### config.mk
export PLATFORM = sky130hd
export DESIGN_NAME = div8_seq
export DESIGN_NICKNAME = d
export VERILOG_FILES = /design/src/rtl/div8_seq.sv
export SDC_FILE = /design/constraint.sdc
export NUM_CORES = 1
export LEC_CHECK = 0
export ABC_CLOCK_PERIOD_IN_PS = 2400
export BUFFER_PORTS_ARGS = -buffer_cell sky130_fd_sc_hd__buf_4
export CORE_MARGIN = 1
export CORE_UTILIZATION = 53
export CTS_BUF_LIST = sky130_fd_sc_hd__clkbuf_8
export DETAILED_ROUTE_END_ITERATION = 8
export PLACE_DENSITY_LB_ADDON = 0.25
export RECOVER_POWER = 25
export SLEW_MARGIN = 20
export SYNTH_ARGS = -nofsm -noshare
export SYNTH_HDL_FRONTEND = slang
export SYNTH_SLANG_ARGS = --single-unit
### constraint.sdc
create_clock -name clk -period 2.4 [get_ports clk]
set_input_delay 0.24 -clock clk [delete_from_list [all_inputs] [get_ports clk]]
set_output_delay 0.24 -clock clk [all_outputs]
set_load 0.02 [all_outputs]
### src/rtl/div8_seq.sv
// Sequential 8-bit unsigned restoring divider: one quotient bit per RUN cycle,
// with a single-cycle bypass that flags a zero divisor.
module div8_seq (
    input  logic       clk,
    input  logic       reset_n,
    input  logic       start,
    input  logic [7:0] X,
    input  logic [7:0] Y,
    output logic [7:0] Q,
    output logic [7:0] R,
    output logic       busy,
    output logic       done,
    output logic       dbz
);

    typedef enum logic [1:0] {
        StIdle,
        StRun,
        StDone
    } state_e;

    state_e     state_q, state_d;
    logic [2:0] cnt_q, cnt_d;
    logic [7:0] dvd_q, dvd_d;   // dividend shifts out, quotient bits shift in
    logic [7:0] dvs_q, dvs_d;
    logic [7:0] rem_q, rem_d;
    logic [7:0] q_q, q_d;
    logic [7:0] r_q, r_d;
    logic       dbz_q, dbz_d;

    logic [8:0] shifted;
    logic [8:0] trial;
    logic       qbit;
    logic [7:0] rem_next;
    logic [7:0] dvd_next;

    // One restoring step; bit 8 of the 9-bit difference is the borrow.
    always_comb begin
        shifted  = {rem_q, dvd_q[7]};
        trial    = shifted - {1'b0, dvs_q};
        qbit     = ~trial[8];
        rem_next = qbit ? trial[7:0] : shifted[7:0];
        dvd_next = {dvd_q[6:0], qbit};
    end

    always_comb begin
        state_d = state_q;
        cnt_d   = cnt_q;
        dvd_d   = dvd_q;
        dvs_d   = dvs_q;
        rem_d   = rem_q;
        q_d     = q_q;
        r_d     = r_q;
        dbz_d   = dbz_q;

        unique case (state_q)
            StIdle: begin
                if (start) begin
                    dvd_d = X;
                    dvs_d = Y;
                    rem_d = 8'd0;
                    cnt_d = 3'd0;
                    if (Y == 8'd0) begin
                        state_d = StDone;
                        q_d     = 8'hFF;
                        r_d     = X;
                        dbz_d   = 1'b1;
                    end else begin
                        state_d = StRun;
                    end
                end
            end
            StRun: begin
                rem_d = rem_next;
                dvd_d = dvd_next;
                cnt_d = cnt_q + 3'd1;
                if (cnt_q == 3'd7) begin
                    state_d = StDone;
                    q_d     = dvd_next;
                    r_d     = rem_next;
                    dbz_d   = 1'b0;
                end
            end
            StDone: begin
                state_d = StIdle;
            end
            default: begin
                state_d = StIdle;
            end
        endcase
    end

    always_ff @(posedge clk) begin
        if (!reset_n) begin
            state_q <= StIdle;
            cnt_q   <= 3'd0;
            dvd_q   <= 8'd0;
            dvs_q   <= 8'd0;
            rem_q   <= 8'd0;
            q_q     <= 8'd0;
            r_q     <= 8'd0;
            dbz_q   <= 1'b0;
        end else begin
            state_q <= state_d;
            cnt_q   <= cnt_d;
            dvd_q   <= dvd_d;
            dvs_q   <= dvs_d;
            rem_q   <= rem_d;
            q_q     <= q_d;
            r_q     <= r_d;
            dbz_q   <= dbz_d;
        end
    end

    assign Q    = q_q;
    assign R    = r_q;
    assign dbz  = dbz_q;
    assign busy = (state_q == StRun);
    assign done = (state_q == StDone);

endmodule

==> results of run 1 <==
## kinds of logic (layout without fill, tap and decap cells)
group / count (synthesis) / after routing / share of synthesized area, %
buffers and inverters: 30 / 79 / 5.52
multiplexers: 5 / 5 / 2.31
XOR/XNOR: 4 / 4 / 1.47
AO/OA/AOI/OAI: 84 / 84 / 25.5
AND/OR/NAND/NOR: 102 / 102 / 20.4
flip-flops: 46 / 46 / 38.7
adder cells (fa/ha/maj): 11 / 11 / 6.10
## Yosys cell counts, types with 2 or more instances
master | instances | share of area, %
o21ai_0 | 23 | 4.8
o211a_1 | 9 | 3.8
nor3b_1 | 8 | 2.5
inv_1 | 13 | 2.0
buf_6 | 2 | 0.95
nor3_1 | 8 | 1.7
nor2_1 | 14 | 2.2
a31oi_1 | 5 | 1.3
a22o_1 | 3 | 1.1
ha_1 | 10 | 5.3
mux2i_1 | 4 | 1.7
a21boi_0 | 11 | 3.5
o221ai_1 | 2 | 0.74
clkbuf_1 | 12 | 1.9
a21oi_1 | 8 | 1.7
o21a_1 | 3 | 0.95
and2_1 | 4 | 1.1
dfxtp_1 | 46 | 39
nor2b_1 | 3 | 0.79
nand3_1 | 9 | 1.9
a21o_1 | 2 | 0.63
nor4_1 | 2 | 0.53
xnor2_1 | 3 | 1.1
nand2_1 | 46 | 7.3
nand2b_1 | 4 | 1.1
o211ai_1 | 4 | 1.3
## layout by cell type, fill, tap and decap left out, drive strengths merged, types with 4 or more instances in the layout
| cell | instances |
|---|---|
| nor2 | 14 |
| mux2i | 4 |
| nand2b | 5 |
| nor3 | 8 |
| a31oi | 5 |
| a21boi | 11 |
| nor3b | 8 |
| o211ai | 4 |
| a21oi | 9 |
| buf | 45 |
| and2 | 4 |
| dfxtp | 46 |
| nand3 | 9 |
| o21ai | 23 |
| inv | 14 |
| ha | 10 |
| o211a | 9 |
| nand2 | 46 |
| clkbuf | 17 |
## report_power, final
| group | switching (uW) | total (uW) | internal (uW) | leakage [uW] |
|---|---|---|---|---|
| Combinational | 349 | 712 | 363 | 0.000826 |
| Sequential | 31.2 | 833 | 801 | 0.000375 |
| Clock | 268 | 575 | 307 | 0.0000556 |
## registers in the layout, indices dropped and copies added (netlist names)
name,cells
Q,8
R,8
dvd_q,8
dvs_q,8
rem_q,8
cnt_q,3
state_q,2
dbz,1
## layer usage
layer	vias to the layer above	wire, microns	share of wire, %
met5	-	0	0
met4	0	170	2.8
met3	16	348	5.7
met2	87	2860	47
met1	1066	2720	45
li1	1094	-	-
## stage by stage
| step | hold slack, ns | TNS [ns] |
|---|---|---|
| floorplan | 0.385 | 0 |
| global placement | 0.452 | -0.0627 |
| detailed placement | 0.459 | -0.781 |
| CTS | 0.191 | -0.0874 |
| global route | 0.205 | -1.61 |
| finish | 0.200 | -0.398 |
## cell type report
class / instances / area, sq um / area share [%]
clock inverter: 3 / 41.3 / 1.40
tap: 52 / 65.1 / 2.21
sequential: 46 / 923 / 31.4
inverter: 14 / 52.6 / 1.79
multi-input combinational: 206 / 1380 / 46.9
timing repair buffer: 57 / 412 / 14.0
clock buffer: 5 / 68.8 / 2.34
## repair_timing
| action | in CTS | in global routing |
|---|---|---|
| setup endpoints to repair | 12 | 17 |
| resized for setup | 13 | 5 |
| hold buffers | 0 | 0 |
| cloned | 1 | 0 |
| setup buffers | 6 | 3 |
| pin swaps | 16 | 10 |
## worst register-to-register path, delay by kind of cell (launching register included)
kind	cells	cell delay, ns
buffers and inverters	3	0.29
flip-flops	1	0.33
multiplexers	1	0.21
AO/OA/AOI/OAI	4	0.95
adder cells (fa/ha/maj)	2	0.48
AND/OR/NAND/NOR	1	0.13
## how the worst max path moves through the flow
stage / startpoint / endpoint / slack [ns] / cells after the start
floorplan: dvd_q[7] / R[0] / 0.001 / 11
global placement: dvd_q[7] / R[6] / -0.03 / 11
detailed placement: dvd_q[7] / R[6] / -0.12 / 11
CTS: dvd_q[7] / R[7] / -0.03 / 11
global route: dvd_q[7] / R[6] / -0.18 / 11
finish: dvd_q[7] / R[3] / -0.09 / 11
==> results.py, run 1 <==
metrics = {
    "outcome": {
        "status": "finished, violations left",
        "violations": "setup timing",
    },
    "placed_design": {
        "dp_cells": 367,
        "place_area_sq_um": 2750,
        "gp_congestion": 0.830,
        "post-dp-hpwl_mm": 4.07,
        "portBuffers": 37,
        "dp_slack_ns": -0.116,
    },
    "cts": {
        "clock_sinks": 46,
        "cts_max_level": 2,
        "clk_pin_slew_ns": 0.08,
        "cts_buffers": 5,
        "worstSkewPairLatency_ns": 0.30,
        "clock_path_buffers": 2,
        "cts_tree": "built",
        "cts_root_buffer": "clkbuf_8",
    },
    "die": {
        "initial_utilization_pct": 55.1,
        "die_area_sq_um": 4760,
        "die_y_microns": 69.0,
        "placeableCoreArea_sq_um": 4320,
        "fp-row-count": 24,
        "die_x_microns": 69.0,
        "io_pins": 38,
    },
    "synth": {
        "synthesis.nets": 312,
        "yosysWarningCount": 0,
        "synth_edf_count": 0,
        "syn_area_sq_um": 2380,
        "synthCells": 282,
        "yosysSeqAreaShare_pct": 38.7,
        "synth.distinct_cells": 50,
        "yosys_register_bits": 46,
        "syn_avg_cell_area_sq_um": 8.44,
        "ys.flop_type": "dfxtp_1",
        "async_flop_share_pct": 0,
    },
    "min_path": {
        "hold_end": "dvs_q[0]",
        "hold_path.class": "in -> reg",
        "whs_path_depth": 3,
        "hp-start": "Y[0]",
    },
    "worst_setup_path": {
        "cp_slowest_cell": "a221o_2",
        "cp_num_buf_inv": 3,
        "crit_fanout": 5,
        "r2r_cells": 11,
        "critPathArrivalTime_ns": 2.68,
        "endpoint_kind": "register",
        "critPathTopFamily": "compound AO/OA/AOI/OAI gates",
        "cp_cell_sequence": "inv_2, ha_4, inv_2, fa_2, a211oi_2, o211ai_1, a221o_2, buf_12, mux2i_2, nand2b_1, a31oi_1",
        "reg2reg_to": "R[3]",
        "cp_common_cell": "inv_2",
        "crit_type": "reg -> reg",
        "reg2reg_slack_ns": -0.09,
        "r2r_start": "dvd_q[7]",
        "cpPeakStageDelay_ns": 0.48,
        "required_ns": 2.58,
        "cp-start-kind": "register",
    },
    "drt": {
        "routed_via_density": 5.91,
        "drt_wl_total_mm": 6.11,
        "vias": 2263,
        "dr.pass1.iters": 5,
        "initialDrtViolationCount": 138,
        "drc": 0,
        "ant_nets": 0,
        "post_drt_wl_per_cell_microns": 15.9,
    },
    "global_route": {
        "grt_pass1_vias": 2122,
        "grt.busiest_layer": "met2",
        "use_met1_pct": 33.6,
        "antenna_found_initial": 0,
        "grt_usage_pct": 26.0,
        "grt_pass1_wl_mm": 10.0,
        "grt_start_max_net_pins": 42,
        "overflow": 0,
        "met2_usage_pct": 42.3,
        "met3_usage_pct": 5.12,
    },
    "power_and_ir_drop": {
        "power_density_nw_per_um2": 721,
        "finalPower_uw": 2120,
        "p_leak_uw": 0.00126,
        "peakVddDrop_uv": 481,
    },
    "finish": {
        "nNetsFinal": 360,
        "area_delta_synth_final_pct": 23.5,
        "final_util_pct": 68.0,
        "n_antenna_cell": 0,
        "drive_gt1_share_pct": 21.8,
        "fillers": 379,
        "fin_area_sq_um": 2940,
        "final_cells": 383,
    },
    "timing": {
        "fin_ws_ns": -0.0925,
        "tightest_slew_ns": 0.580,
        "hold_violations": 0,
        "rsz0062_at_grt": "yes",
        "setup_viol": 10,
        "min_period_ns": 2.49,
        "slew_violations": 0,
        "clock-skew-final_ns": 0.00900,
        "max_freq_ghz": 0.401,
        "relSlewSlack_pct": 61.2,
        "post-route-period-util_pct": 104,
    },
    "job": {
        "drv_cap": 0,
    },
}
Note: power is estimated with default switching activity, not from simulation.
==> run 2, diff against run 1 <==
--- a/config.mk
+++ b/config.mk
@@ -6,10 +6,9 @@
 export NUM_CORES = 1
 export LEC_CHECK = 0
 export ABC_CLOCK_PERIOD_IN_PS = 2400
-export BUFFER_PORTS_ARGS = -buffer_cell sky130_fd_sc_hd__buf_4
+export BUFFER_PORTS_ARGS = -buffer_cell sky130_fd_sc_hd__clkbuf_2
 export CORE_MARGIN = 1
-export CORE_UTILIZATION = 53
-export CTS_BUF_LIST = sky130_fd_sc_hd__clkbuf_8
+export CORE_UTILIZATION = 45
 export DETAILED_ROUTE_END_ITERATION = 8
 export PLACE_DENSITY_LB_ADDON = 0.25
 export RECOVER_POWER = 25
==> run 2 against run 1 <==
- the run now ends clean
- core utilization is 12 points lower
- final cell count is 3.4% higher
- register-to-register slack better by 0.13 ns
- total power is 7.9% lower
==> results.py, run 2 (synthesis results as in run 1) <==
metrics = {
    "worst_setup_path": {
        "required_ns": 2.63,
        "cp_cell_sequence": "inv_2, ha_4, inv_2, fa_2, a211oi_2, o211ai_1, a221o_2, mux2_4, nand2b_4, a31oi_1",
        "r2r_start": "dvd_q[7]",
        "crit_fanout": 5,
        "cp-start-kind": "register",
        "crit_type": "reg -> reg",
        "reg2reg_slack_ns": 0.03,
        "cp_slowest_cell": "a221o_2",
        "endpoint_kind": "register",
        "r2r_cells": 10,
        "reg2reg_to": "R[0]",
        "critPathArrivalTime_ns": 2.59,
        "cpPeakStageDelay_ns": 0.45,
        "cp_common_cell": "inv_2",
        "critical_path.startpoint": "dvd_q[7]",
    },
    "placed_design": {
        "post-dp-hpwl_mm": 4.29,
        "portBuffers": 37,
        "place_area_sq_um": 2670,
        "gp_congestion": 0.897,
    },
    "timing": {
        "post-route-period-util_pct": 98.5,
        "tightest_slew_ns": 0.632,
        "relSlewSlack_pct": 57.8,
        "slew_violations": 0,
        "rsz0062_at_grt": "yes",
        "clock-skew-final_ns": 0.0130,
        "hold_violations": 0,
        "setup_viol": 0,
        "tns_ns": 0,
        "min_period_ns": 2.37,
        "max_freq_ghz": 0.423,
    },
    "global_route": {
        "grt_start_max_net_pins": 40,
        "grt_pass1_wl_mm": 9.48,
        "grt_pass1_vias": 1866,
        "grt_usage_pct": 22.7,
        "antenna_found_initial": 0,
        "overflow": 0,
    },
    "finish": {
        "nNetsFinal": 355,
        "final_common_cell": "nand2_1",
        "drive_gt1_share_pct": 19.9,
        "final_util_pct": 55.6,
        "n_antenna_cell": 0,
        "final_cell_mix": "nand2_1 (46), dfxtp_1 (44), o21ai_0 (23), clkbuf_2 (23), clkbuf_1 (15)",
        "fin_area_sq_um": 2840,
        "fillers": 480,
        "area_delta_synth_final_pct": 19.2,
    },
    "power_and_ir_drop": {
        "p_leak_uw": 0.00120,
        "power_density_nw_per_um2": 688,
        "peakVddDrop_uv": 349,
    },
    "drt": {
        "ant_nets": 0,
        "routed-wl-met3_microns": 366,
        "dr_wl_met2_mm": 2.73,
        "routed_via_density": 5.54,
        "post_drt_wl_per_cell_microns": 14.9,
        "route.top_layer_used": "met4",
        "drt_wl_total_mm": 5.92,
        "drc": 0,
        "initialDrtViolationCount": 146,
        "routedLengthMet1_mm": 2.76,
        "vias": 2193,
        "dr.pass1.iters": 4,
    },
    "cts": {
        "cts_tree": "built",
        "cts_max_level": 2,
        "clock_sinks": 46,
        "cts_root_buffer": "clkbuf_8",
        "worstSkewPairLatency_ns": 0.31,
        "cts_buffers": 5,
        "clk_pin_slew_ns": 0.09,
        "clock_path_buffers": 2,
    },
    "job": {
        "drv_cap": 0,
    },
    "die": {
        "die_area_sq_um": 5590,
        "die_x_microns": 74.7,
        "initial_utilization_pct": 46.6,
        "io_pins": 38,
        "fp-row-count": 26,
        "die_y_microns": 74.7,
        "placeableCoreArea_sq_um": 5110,
    },
    "min_path": {
        "whs_path_depth": 3,
        "hold_end": "dvs_q[4]",
        "hold_path.class": "in -> reg",
        "hp-start": "Y[4]",
    },
    "outcome": {
        "status": "completed",
    },
}
-- run 2: cell types whose count changed in the layout (fill, tap and decap cells not counted), moves of 2 or more --
cell	previous run	this run
clkbuf_1	12	15
buf_12	2	0
buf_4	42	12
buf_6	1	3
clkbuf_2	0	23
-- run 2: worst max-delay path by stage --
stage	endpoint	slack [ns]	depth (start not counted)
after global routing	R[2]	-0.09	11
after floorplan	R[0]	0.001	11
after CTS	R[0]	-0.06	10
after detailed placement	R[1]	-0.09	12
after global placement	R[1]	-0.02	12
final	R[0]	0.03	10
-- run 2: metal layers --
| metal | GRT usage, % | vias to the layer above |
|---|---|---|
| met5 | 0 | - |
| met4 | 6.92 | 0 |
| met3 | 4.69 | 5 |
| met2 | 34.8 | 73 |
| met1 | 32.0 | 1027 |
| li1 | - | 1088 |
-- run 2: metrics by stage --
step           setup slack, ns  std cells  total power, uW  hold slack, ns
3_5_place_dp           -0.0852        386             1380           0.460
5_1_grt                -0.0872        396             2060           0.179
2_1_floorplan          0.00119        282             1260           0.385
6_report                0.0349        396             1950           0.177
4_1_cts                -0.0639        395             1910           0.172
3_3_place_gp           -0.0222        386             1370           0.450
-- run 2: critical path: cells and delay by family (launching register included) --
family,cells,cell delay (ns)
and+or+nand+nor,1,0.13
buffers and inverters,2,0.11
adders and majority gates,2,0.48
AOI/OAI and AO/OA,4,0.91
DFF,1,0.33
muxes,1,0.33
-- run 2: power breakdown --
part           internal (uW)  switching (uW)
combinational            311             323
clock                    206             279
sequential               801            31.7
-- run 2: layout make-up --
class	instances	area, sq um	share of cell area, %
flip-flops and latches	46	923	32.5
clock inverters	2	13.8	0.485
clock buffers	6	72.6	2.56
inverters	14	52.6	1.85
repair buffers	52	292	10.3
well taps	70	87.6	3.09
multi-input cells	206	1400	49.2
-- run 2: timing repair --
| action | 4_1_cts | 5_1_grt |
|---|---|---|
| pin swaps | 15 | 11 |
| hold buffers | 0 | 0 |
| buffers inserted | 1 | 1 |
| setup endpoints to repair | 10 | 17 |
| gates resized for setup | 13 | 7 |
==> run 3, diff against run 2 <==
==> constraint.sdc (replaced) <==
create_clock -name clk -period 2.4 [get_ports clk]
set_input_delay 0.24 -clock clk [delete_from_list [all_inputs] [get_ports clk]]
set_output_delay 0.24 -clock clk [all_outputs]
set_load 0.1 [all_outputs]
==> run 3 against run 2 <==
- non-clock buffer count increased by 3
- total power up 4.9%
- critical endpoint is now R[1]
- fmax grew 0.33%
- flip-flop and latch count did not move
- combinational power shrank 0.6%
- worst setup slack gained 0.0077 ns
- worst hold slack gained 0.0046 ns
==> results.py, run 3 (synthesis results as in run 1) <==
metrics = {
    "timing": {
        "rsz0062_at_grt": "yes",
        "hold_violations": 0,
        "min_period_ns": 2.36,
        "slew_violations": 0,
        "max_freq_ghz": 0.424,
        "tns_ns": 0,
        "setup_viol": 0,
        "relSlewSlack_pct": 22.1,
        "clock-skew-final_ns": 0.00888,
        "post-route-period-util_pct": 98.2,
        "tightest_slew_ns": 1.17,
    },
    "outcome": {
        "status": "completed",
    },
    "drt": {
        "post_drt_wl_per_cell_microns": 15.1,
        "vias": 2182,
        "drt_wl_total_mm": 6.02,
        "drc": 0,
        "initialDrtViolationCount": 164,
        "ant_nets": 0,
        "routed_via_density": 5.47,
        "dr.pass1.iters": 4,
    },
    "global_route": {
        "grt_pass1_wl_mm": 9.42,
        "grt_pass1_vias": 1960,
        "grt_usage_pct": 22.4,
        "grt_start_max_net_pins": 29,
        "antenna_found_initial": 0,
        "overflow": 0,
    },
    "worst_setup_path": {
        "cpPeakStageDelay_ns": 0.44,
        "endpoint_kind": "register",
        "reg2reg_slack_ns": 0.04,
        "cp-start-kind": "register",
        "crit_fanout": 5,
        "cp_num_buf_inv": 3,
        "cp_common_cell": "inv_2",
        "critPathTopFamily": "compound AO/OA/AOI/OAI gates",
        "critPathArrivalTime_ns": 2.59,
        "required_ns": 2.64,
        "critical_path.startpoint": "dvd_q[7]",
        "r2r_cells": 11,
        "crit_type": "reg -> reg",
        "r2r_start": "dvd_q[7]",
        "reg2reg_to": "R[1]",
        "cp_slowest_cell": "a221o_2",
        "cp_cell_sequence": "inv_2, ha_4, inv_2, fa_2, a211oi_2, o211ai_1, a221o_2, buf_6, mux2i_4, nand2b_4, a31oi_1",
    },
    "placed_design": {
        "place_area_sq_um": 2700,
        "portBuffers": 37,
        "post-dp-hpwl_mm": 4.41,
        "gp_congestion": 0.870,
    },
    "min_path": {
        "hold_path.class": "in -> reg",
        "whs_path_depth": 3,
        "hp-start": "Y[1]",
        "hold_end": "dvs_q[1]",
    },
    "power_and_ir_drop": {
        "p_sw_share_pct": 30.7,
        "peakVddDrop_uv": 309,
        "p_int_uw": 1420,
        "clock_power_share_pct": 28.6,
        "p_comb_share_pct": 30.7,
        "p_sw_uw": 628,
        "power_density_nw_per_um2": 711,
        "p_leak_uw": 0.00122,
        "seqPwrFrac_pct": 40.7,
    },
    "cts": {
        "clock_path_buffers": 2,
        "cts_tree": "built",
        "clk_pin_slew_ns": 0.09,
        "cts_root_buffer": "clkbuf_8",
        "worstSkewPairLatency_ns": 0.30,
        "cts_max_level": 2,
        "clock_sinks": 46,
        "cts_buffers": 5,
    },
    "finish": {
        "fin_area_sq_um": 2880,
        "final_util_pct": 56.4,
        "nNetsFinal": 358,
        "n_antenna_cell": 0,
        "final_cell_mix": "nand2_1 (46), dfxtp_1 (44), o21ai_0 (23), clkbuf_2 (22), buf_4 (16)",
        "area_delta_synth_final_pct": 21.0,
        "final_common_cell": "nand2_1",
        "drive_gt1_share_pct": 20.1,
    },
    "die": {
        "initial_utilization_pct": 46.6,
        "fp-row-count": 26,
        "placeableCoreArea_sq_um": 5110,
        "die_x_microns": 74.7,
        "die_area_sq_um": 5590,
        "die_y_microns": 74.7,
        "io_pins": 38,
    },
    "job": {
        "drv_cap": 0,
    },
}
[run 3: stage by stage]
step | hold WS [ns] | setup slack [ns] | total power (uW) | std cells
after floorplan | 0.385 | 0.000543 | 1270 | 282
after global placement | 0.452 | -0.00956 | 1390 | 388
after detailed placement | 0.458 | -0.0684 | 1390 | 388
after CTS | 0.173 | -0.0594 | 2010 | 398
after global routing | 0.185 | -0.0434 | 2140 | 399
final | 0.182 | 0.0427 | 2050 | 399
[run 3: worst max path at each step]
stage	end	slack [ns]	depth (start not counted)
after detailed placement	rem_q[5]	-0.07	10
after CTS	rem_q[5]	-0.06	10
after floorplan	R[0]	0.0005	11
after global routing	R[6]	-0.04	11
final	R[1]	0.04	11
after global placement	rem_q[5]	-0.01	10
[run 3: tightest hold or removal path, delay by kind of cell]
family / cells / cell delay, ns
buf+inv: 1 / 0.09
compound gates: 1 / 0.06
simple gates: 1 / 0.05
[run 3: repair_timing]
item	4_1_cts	5_1_grt
setup buffers	2	1
pin swaps	10	9
hold buffers	0	0
cloned	0	0
gates resized for setup	10	6
endpoints found under the setup margin	11	17
[run 3: layer usage]
| metal | vias up | track usage, % | routed length (microns) |
|---|---|---|---|
| met4 | 0 | 6.92 | 53 |
| met2 | 50 | 34.5 | 2690 |
| met1 | 1038 | 31.6 | 3040 |
| li1 | 1088 | - | - |
| met3 | 6 | 4.42 | 236 |
| met5 | - | 0 | 0 |
[run 3: power groups by stage]
stage | Combinational [uW] | Clock [uW] | Sequential (uW)
floorplan | 427 | 0 | 842
global placement | 539 | 0 | 847
detailed placement | 548 | 0 | 847
CTS | 585 | 595 | 832
global route | 674 | 628 | 838
finish | 630 | 585 | 833
[run 3: final cells by class]
type	count	area, sq um
sequential	46	923
clock inverter	2	37.5
clock buffer	6	72.6
multi-input combinational	206	1380
timing repair buffer	55	325
tap	70	87.6
fill	507	2230
inverter	14	52.6
